<file path="src/rtl/uart_recv.sv">
// uart_recv: UART receiver, LSB first. Default frame is 8N1. Define
// UART_RECV_PARITY_EN to receive 8E1 frames with a parity check.
//
// The serial line is synchronised through two flops, and a third flop
// detects the falling edge of the start bit. The start bit is sampled at
// mid-bit, and then each data, parity and stop bit is sampled one bit
// period later. The receiver returns to IDLE at mid-stop so that
// back-to-back frames with no idle time between them are accepted.
//
// Parameters:
//   CLK_FREQ  clk_i frequency in Hz
//   UART_BPS  baud rate; BPS_CNT = CLK_FREQ/UART_BPS must be in [4, 65535]
//
// Ports:
//   clk_i           system clock
//   rst_n_i         asynchronous reset, active low
//   uart_rxd_i      serial line input, asynchronous to clk_i, idles high
//   uart_dout_o     last good received byte, held until the next good frame
//   uart_done_o     1-cycle pulse; uart_dout_o is valid from this cycle on
//   uart_ferr_o     1-cycle pulse when the stop bit is sampled 0
//   uart_perr_o     1-cycle pulse on a parity error (parity build only, else 0)
//   uart_rx_busy_o  high from start detect until the frame ends
module uart_recv #(
    parameter int unsigned CLK_FREQ = 50_000_000,
    parameter int unsigned UART_BPS = 9600
) (
    input  logic       clk_i,
    input  logic       rst_n_i,
    input  logic       uart_rxd_i,
    output logic [7:0] uart_dout_o,
    output logic       uart_done_o,
    output logic       uart_ferr_o,
    output logic       uart_perr_o,
    output logic       uart_rx_busy_o
);

    localparam int unsigned BPS_CNT   = CLK_FREQ / UART_BPS;
    localparam int unsigned HALF_CNT  = BPS_CNT / 2;
    localparam int unsigned CNT_W     = 16;
    localparam int unsigned BIT_W     = 4;
    localparam logic [CNT_W-1:0] BPS_LAST  = CNT_W'(BPS_CNT - 1);
    localparam logic [CNT_W-1:0] HALF_LAST = CNT_W'(HALF_CNT - 1);

    typedef enum logic [2:0] {
        IDLE   = 3'd0,
        START  = 3'd1,
        DATA   = 3'd2,
        PARITY = 3'd3,
        STOP   = 3'd4
    } state_t;

    state_t           state;
    logic             rx_d0;
    logic             rx_d1;
    logic             rx_d2;
    logic [CNT_W-1:0] clk_cnt;
    logic [BIT_W-1:0] bit_cnt;
    logic [7:0]       shift_r;
    logic             fall_edge_c;

    // A start edge is a synchronised 1 followed by a synchronised 0
    assign fall_edge_c = rx_d2 & ~rx_d1;

`ifdef UART_RECV_PARITY_EN
    logic par_r;
    logic par_bad_c;

    // Even parity: the XOR over the data bits and the parity bit must be 0
    assign par_bad_c = ^{shift_r, par_r};
`else
    assign uart_perr_o = 1'b0;
`endif

    // Synchroniser, receive FSM and registered outputs
    always_ff @(posedge clk_i or negedge rst_n_i) begin
        if (!rst_n_i) begin
            rx_d0          <= 1'b1;
            rx_d1          <= 1'b1;
            rx_d2          <= 1'b1;
            state          <= IDLE;
            clk_cnt        <= '0;
            bit_cnt        <= '0;
            shift_r        <= '0;
            uart_dout_o    <= 8'h00;
            uart_done_o    <= 1'b0;
            uart_ferr_o    <= 1'b0;
            uart_rx_busy_o <= 1'b0;
`ifdef UART_RECV_PARITY_EN
            par_r          <= 1'b0;
            uart_perr_o    <= 1'b0;
`endif
        end else begin
            rx_d0       <= uart_rxd_i;
            rx_d1       <= rx_d0;
            rx_d2       <= rx_d1;
            uart_done_o <= 1'b0;
            uart_ferr_o <= 1'b0;
`ifdef UART_RECV_PARITY_EN
            uart_perr_o <= 1'b0;
`endif
            case (state)
                IDLE: begin
                    if (fall_edge_c) begin
                        state          <= START;
                        clk_cnt        <= '0;
                        bit_cnt        <= '0;
                        uart_rx_busy_o <= 1'b1;
                    end
                end
                START: begin
                    // Sample the start bit at mid-bit. A high line means it was a glitch.
                    if (clk_cnt == HALF_LAST) begin
                        clk_cnt <= '0;
                        bit_cnt <= '0;
                        if (!rx_d1) begin
                            state <= DATA;
                        end else begin
                            state          <= IDLE;
                            uart_rx_busy_o <= 1'b0;
                        end
                    end else begin
                        clk_cnt <= clk_cnt + CNT_W'(1);
                    end
                end
                DATA: begin
                    if (clk_cnt == BPS_LAST) begin
                        clk_cnt                <= '0;
                        shift_r[bit_cnt[2:0]]  <= rx_d1;
                        if (bit_cnt == BIT_W'(7)) begin
                            bit_cnt <= '0;
`ifdef UART_RECV_PARITY_EN
                            state   <= PARITY;
`else
                            state   <= STOP;
`endif
                        end else begin
                            bit_cnt <= bit_cnt + BIT_W'(1);
                        end
                    end else begin
                        clk_cnt <= clk_cnt + CNT_W'(1);
                    end
                end
`ifdef UART_RECV_PARITY_EN
                PARITY: begin
                    if (clk_cnt == BPS_LAST) begin
                        clk_cnt <= '0;
                        bit_cnt <= '0;
                        par_r   <= rx_d1;
                        state   <= STOP;
                    end else begin
                        clk_cnt <= clk_cnt + CNT_W'(1);
                    end
                end
`endif
                STOP: begin
                    // Leave at mid-stop so that a start edge right after it can be caught
                    if (clk_cnt == BPS_LAST) begin
                        clk_cnt        <= '0;
                        bit_cnt        <= '0;
                        state          <= IDLE;
                        uart_rx_busy_o <= 1'b0;
                        if (!rx_d1) begin
                            uart_ferr_o <= 1'b1;
                        end
`ifdef UART_RECV_PARITY_EN
                        if (par_bad_c) begin
                            uart_perr_o <= 1'b1;
                        end
                        if (rx_d1 && !par_bad_c) begin
                            uart_dout_o <= shift_r;
                            uart_done_o <= 1'b1;
                        end
`else
                        if (rx_d1) begin
                            uart_dout_o <= shift_r;
                            uart_done_o <= 1'b1;
                        end
`endif
                    end else begin
                        clk_cnt <= clk_cnt + CNT_W'(1);
                    end
                end
                default: begin
                    state          <= IDLE;
                    clk_cnt        <= '0;
                    bit_cnt        <= '0;
                    uart_rx_busy_o <= 1'b0;
                end
            endcase
        end
    end

endmodule
</file>
<file path="config.mk">
export PLATFORM = sky130hd
export DESIGN_NAME = uart_recv
export DESIGN_NICKNAME = d
export VERILOG_FILES = /design/src/rtl/uart_recv.sv
export SDC_FILE = /design/constraint.sdc
export NUM_CORES = 1
export LEC_CHECK = 0
export CAP_MARGIN = 30
export CORE_MARGIN = 5
export CORE_UTILIZATION = 40
export CTS_CLUSTER_DIAMETER = 60
export DETAILED_ROUTE_END_ITERATION = 8
export PLACE_DENSITY_LB_ADDON = 0.15
export SETUP_SLACK_MARGIN = 0.2
export SYNTH_ARGS = -nofsm -noshare
export SYNTH_HDL_FRONTEND = slang
export SYNTH_SLANG_ARGS = --single-unit
</file>
<file path="constraint.sdc">
create_clock -name clk_i -period 2.9 [get_ports clk_i]
set_input_delay 0.725 -clock clk_i [delete_from_list [all_inputs] [get_ports clk_i]]
set_output_delay 0.725 -clock clk_i [all_outputs]
set_load 0.01 [all_outputs]
</file>
==> results.toml <==
[placement]
place.gp.congestion = 0.7550
io_buffer_count = 13
dp_cells = 291
dp_slack_ns = 0.6628
dp_hpwl_um = 3111
dpl_cell_area_um2 = 2460

[clock_network]
postCtsSetupRepairBufs = 0
worstSkewPairLatency_ns = 0.30
cts_hold_buf = 0
cts_resized = 0
cts_tree = "yes"
clock_sinks = 45
cts_made_buffers = 5
htree_levels = 2
clockBufferDepth = 2
clk_pin_slew_ns = 0.09
root_buffer = "clkbuf_8"

[synthesis]
synth.cell_area_um2 = 2262
synth_nets = 216
synth_mux_area_frac = 0.09513
ys_seq_elements = 45
syn-instance-count = 211
ys_warn_count = 0
synth_top_family_by_area = "simple AND/OR/NAND/NOR gates"
synth-simple-area-share = 0.2461
synth_edf_count = 0
synthFlopType = "dfrtp_1"
synth_seq_area_share = 0.4994
synth_adder_area_share = 0.01106
synth-compound-area-share = 0.09956
synthArstFlopShare = 1.000
syn_area_per_cell_um2 = 10.72
synth.distinct_cells = 52
synth_xor_xnor_area_share = 0.01936

[critical_path]
critPathCaptureType = "register"
cpPeakStageDelay_ns = 0.41
crit_slowest_cell = "dfrtp_1"
crit_path_max_fanout = 9
worst-path-buf-inv = 0
cp-start-kind = "register"
crit_chain = "ha_1 -> nor4bb_1 -> nand4_1 -> a22oi_4 -> and2_1 -> mux2_4"
critical-path-top-delay-family = "simple AND/OR/NAND/NOR gates"
worstSetupPathType = "register to register"
crit_arrival_ns = 2.40
worst_ep_required_time_ns = 3.09

[floorplan]
num_rows = 27
dieWidth_um = 85.20
num_io_pins = 15
die_area_um2 = 7259
core_area_um2 = 5507
die-height_um = 85.20
start_util = 0.4108

[timing]
drv_slew = 0
rsz0062_at_grt = "false"
final_hold_viol_count = 0
worst_pin_slew_ns = 0.5776
slew_headroom = 0.6108
setup_viol_count_final = 0
fin_hold_ws_ns = 0.3624
clock_skew_ns = 0.007413
final.setup.worst_slack_ns = 0.6964
tns_ns = 0
fin_crit_ns = 2.204
fin_crit_sh = 0.7599
fmax_mhz = 453.8

[route]
via_per_inst = 5.278
wl_um = 4332
drc = 0
num_vias = 1578
drt-initial-drc-count = 80
dr_wl_met3_um = 110
ant_nets = 0
firstDrtPassIters = 4
wl_per_cell_um = 14.49
wirelength_met1_um = 2267
dr_wl_met2_um = 1887
top_layer = "met4"

[global_route]
grt_max_degree = 25
grt_remaining_overflow = 0
grt_pass1_wl_um = 7617
track_usage = 0.1307
antenna_found_initial = 0
grt_pass1_vias = 1547

[final_layout]
multiInputGateArea_um2 = 1070
diodes = 0
final_cell_area_um2 = 2547
final_common_cell = "dfrtp_1"
regArea_um2 = 1130
layout_common_cells = "42 x dfrtp_1, 20 x nand2_1, 15 x nor2_1"
fin_nets = 231
syn_to_final_growth_pct = 12.61
nFillCells = 528
drive_gt1_frac = 0.1674
instances_no_fill = 299

[power]
power_density_nw_per_um2 = 682.7
pwr-share-clk = 0.220
pwr-share-comb = 0.337
p_leak_nw = 1.174
power.switching_uw = 665.5
p_int_mw = 1.074
vdd_ir_drop_max_mv = 0.4493
swShare = 0.3827
p_seq_frac = 0.442

[worst_hold_path]
hp-class = "register to register"

[run]
cap_violations = 0

[status]
status = "finished, final reports clean"
-- worst register-to-register path, stage by stage, from the launching register on --
cell and delay [ns]:
dfrtp_1 0.41, ha_1 0.24, nor4bb_1 0.29, nand4_1 0.21
a22oi_4 0.24, and2_1 0.38, mux2_4 0.33
-- layout make-up --
class / count / area share
Sequential cell: 45 / 0.4435
Timing Repair Buffer: 17 / 0.06090
Clock buffer: 6 / 0.02849
Tap cell: 72 / 0.03536
Inverter: 4 / 0.005894
Multi-Input combinational cell: 153 / 0.4199
Clock inverter: 2 / 0.005894
-- final timing paths --
path | from | end | slack [ns] | cells after the start
worst max-delay path | clk_cnt[0] | bit_cnt[0] | 0.70 | 6
worst min-delay path | rx_d0 | rx_d1 | 0.36 | 0
worst max register to register | clk_cnt[0] | bit_cnt[0] | 0.70 | 6
worst min register to register | rx_d0 | rx_d1 | 0.36 | 0
max in group asynchronous | rst_n_i | rx_d0 | 2.21 | 2
min in group asynchronous | rst_n_i | bit_cnt[2] | 0.39 | 2
-- power by group through the flow --
| stage | Clock, mW | Combinational, mW | Sequential [mW] |
|---|---|---|---|
| finish | 0.383 | 0.586 | 0.769 |
| detailed placement | 0 | 0.583 | 0.778 |
| global placement | 0 | 0.581 | 0.777 |
| CTS | 0.400 | 0.586 | 0.766 |
| floorplan | 0 | 0.480 | 0.748 |
| global route | 0.427 | 0.653 | 0.784 |
-- layer usage --
layer  global-route usage  up-vias
met3              0.03204        6
met4              0.04317        0
li1                     -      786
met5                    0        -
met2               0.1850       13
met1               0.1947      773
-- state kept, by name (all words and copies together), names as in the netlist --
register and flops:
uart_done_o 1, state 3, rx_d1 1, shift_r 8, rx_d0 1, uart_rx_busy_o 1, rx_d2 1, uart_ferr_o 1
clk_cnt 16, bit_cnt 4, uart_dout_o 8
-- Yosys cell counts, drive strengths merged (5+ instances only) --
| cell | count | area, um^2 |
|---|---|---|
| nor3 | 6 | 35.03 |
| dfrtp | 42 | 1051 |
| and3 | 6 | 37.54 |
| nor3b | 7 | 57.55 |
| nand2 | 20 | 75.07 |
| mux2 | 17 | 195.2 |
| nand3 | 11 | 55.05 |
| a21oi | 5 | 25.02 |
| buf | 5 | 32.53 |
| nand4 | 6 | 43.79 |
| a21o | 5 | 37.54 |
| o21ai | 10 | 50.05 |
| nor2 | 16 | 62.56 |
-- through the flow --
step	util	power [mW]
global placement	0.4467	1.358
CTS	0.4626	1.752
floorplan	-	1.228
global route	0.4626	1.864
detailed placement	0.4467	1.361
finish	0.4626	1.739
-- kinds of logic after synthesis --
kind of cell,after synthesis
xor gates and xnor gates,5
other,1
AOI/OAI and AO/OA,32
DFF,45
buffers and inverters,13
muxes,19
adders and majority gates,2
and+or+nand+nor,94
Power figures use the tool's default switching activity.
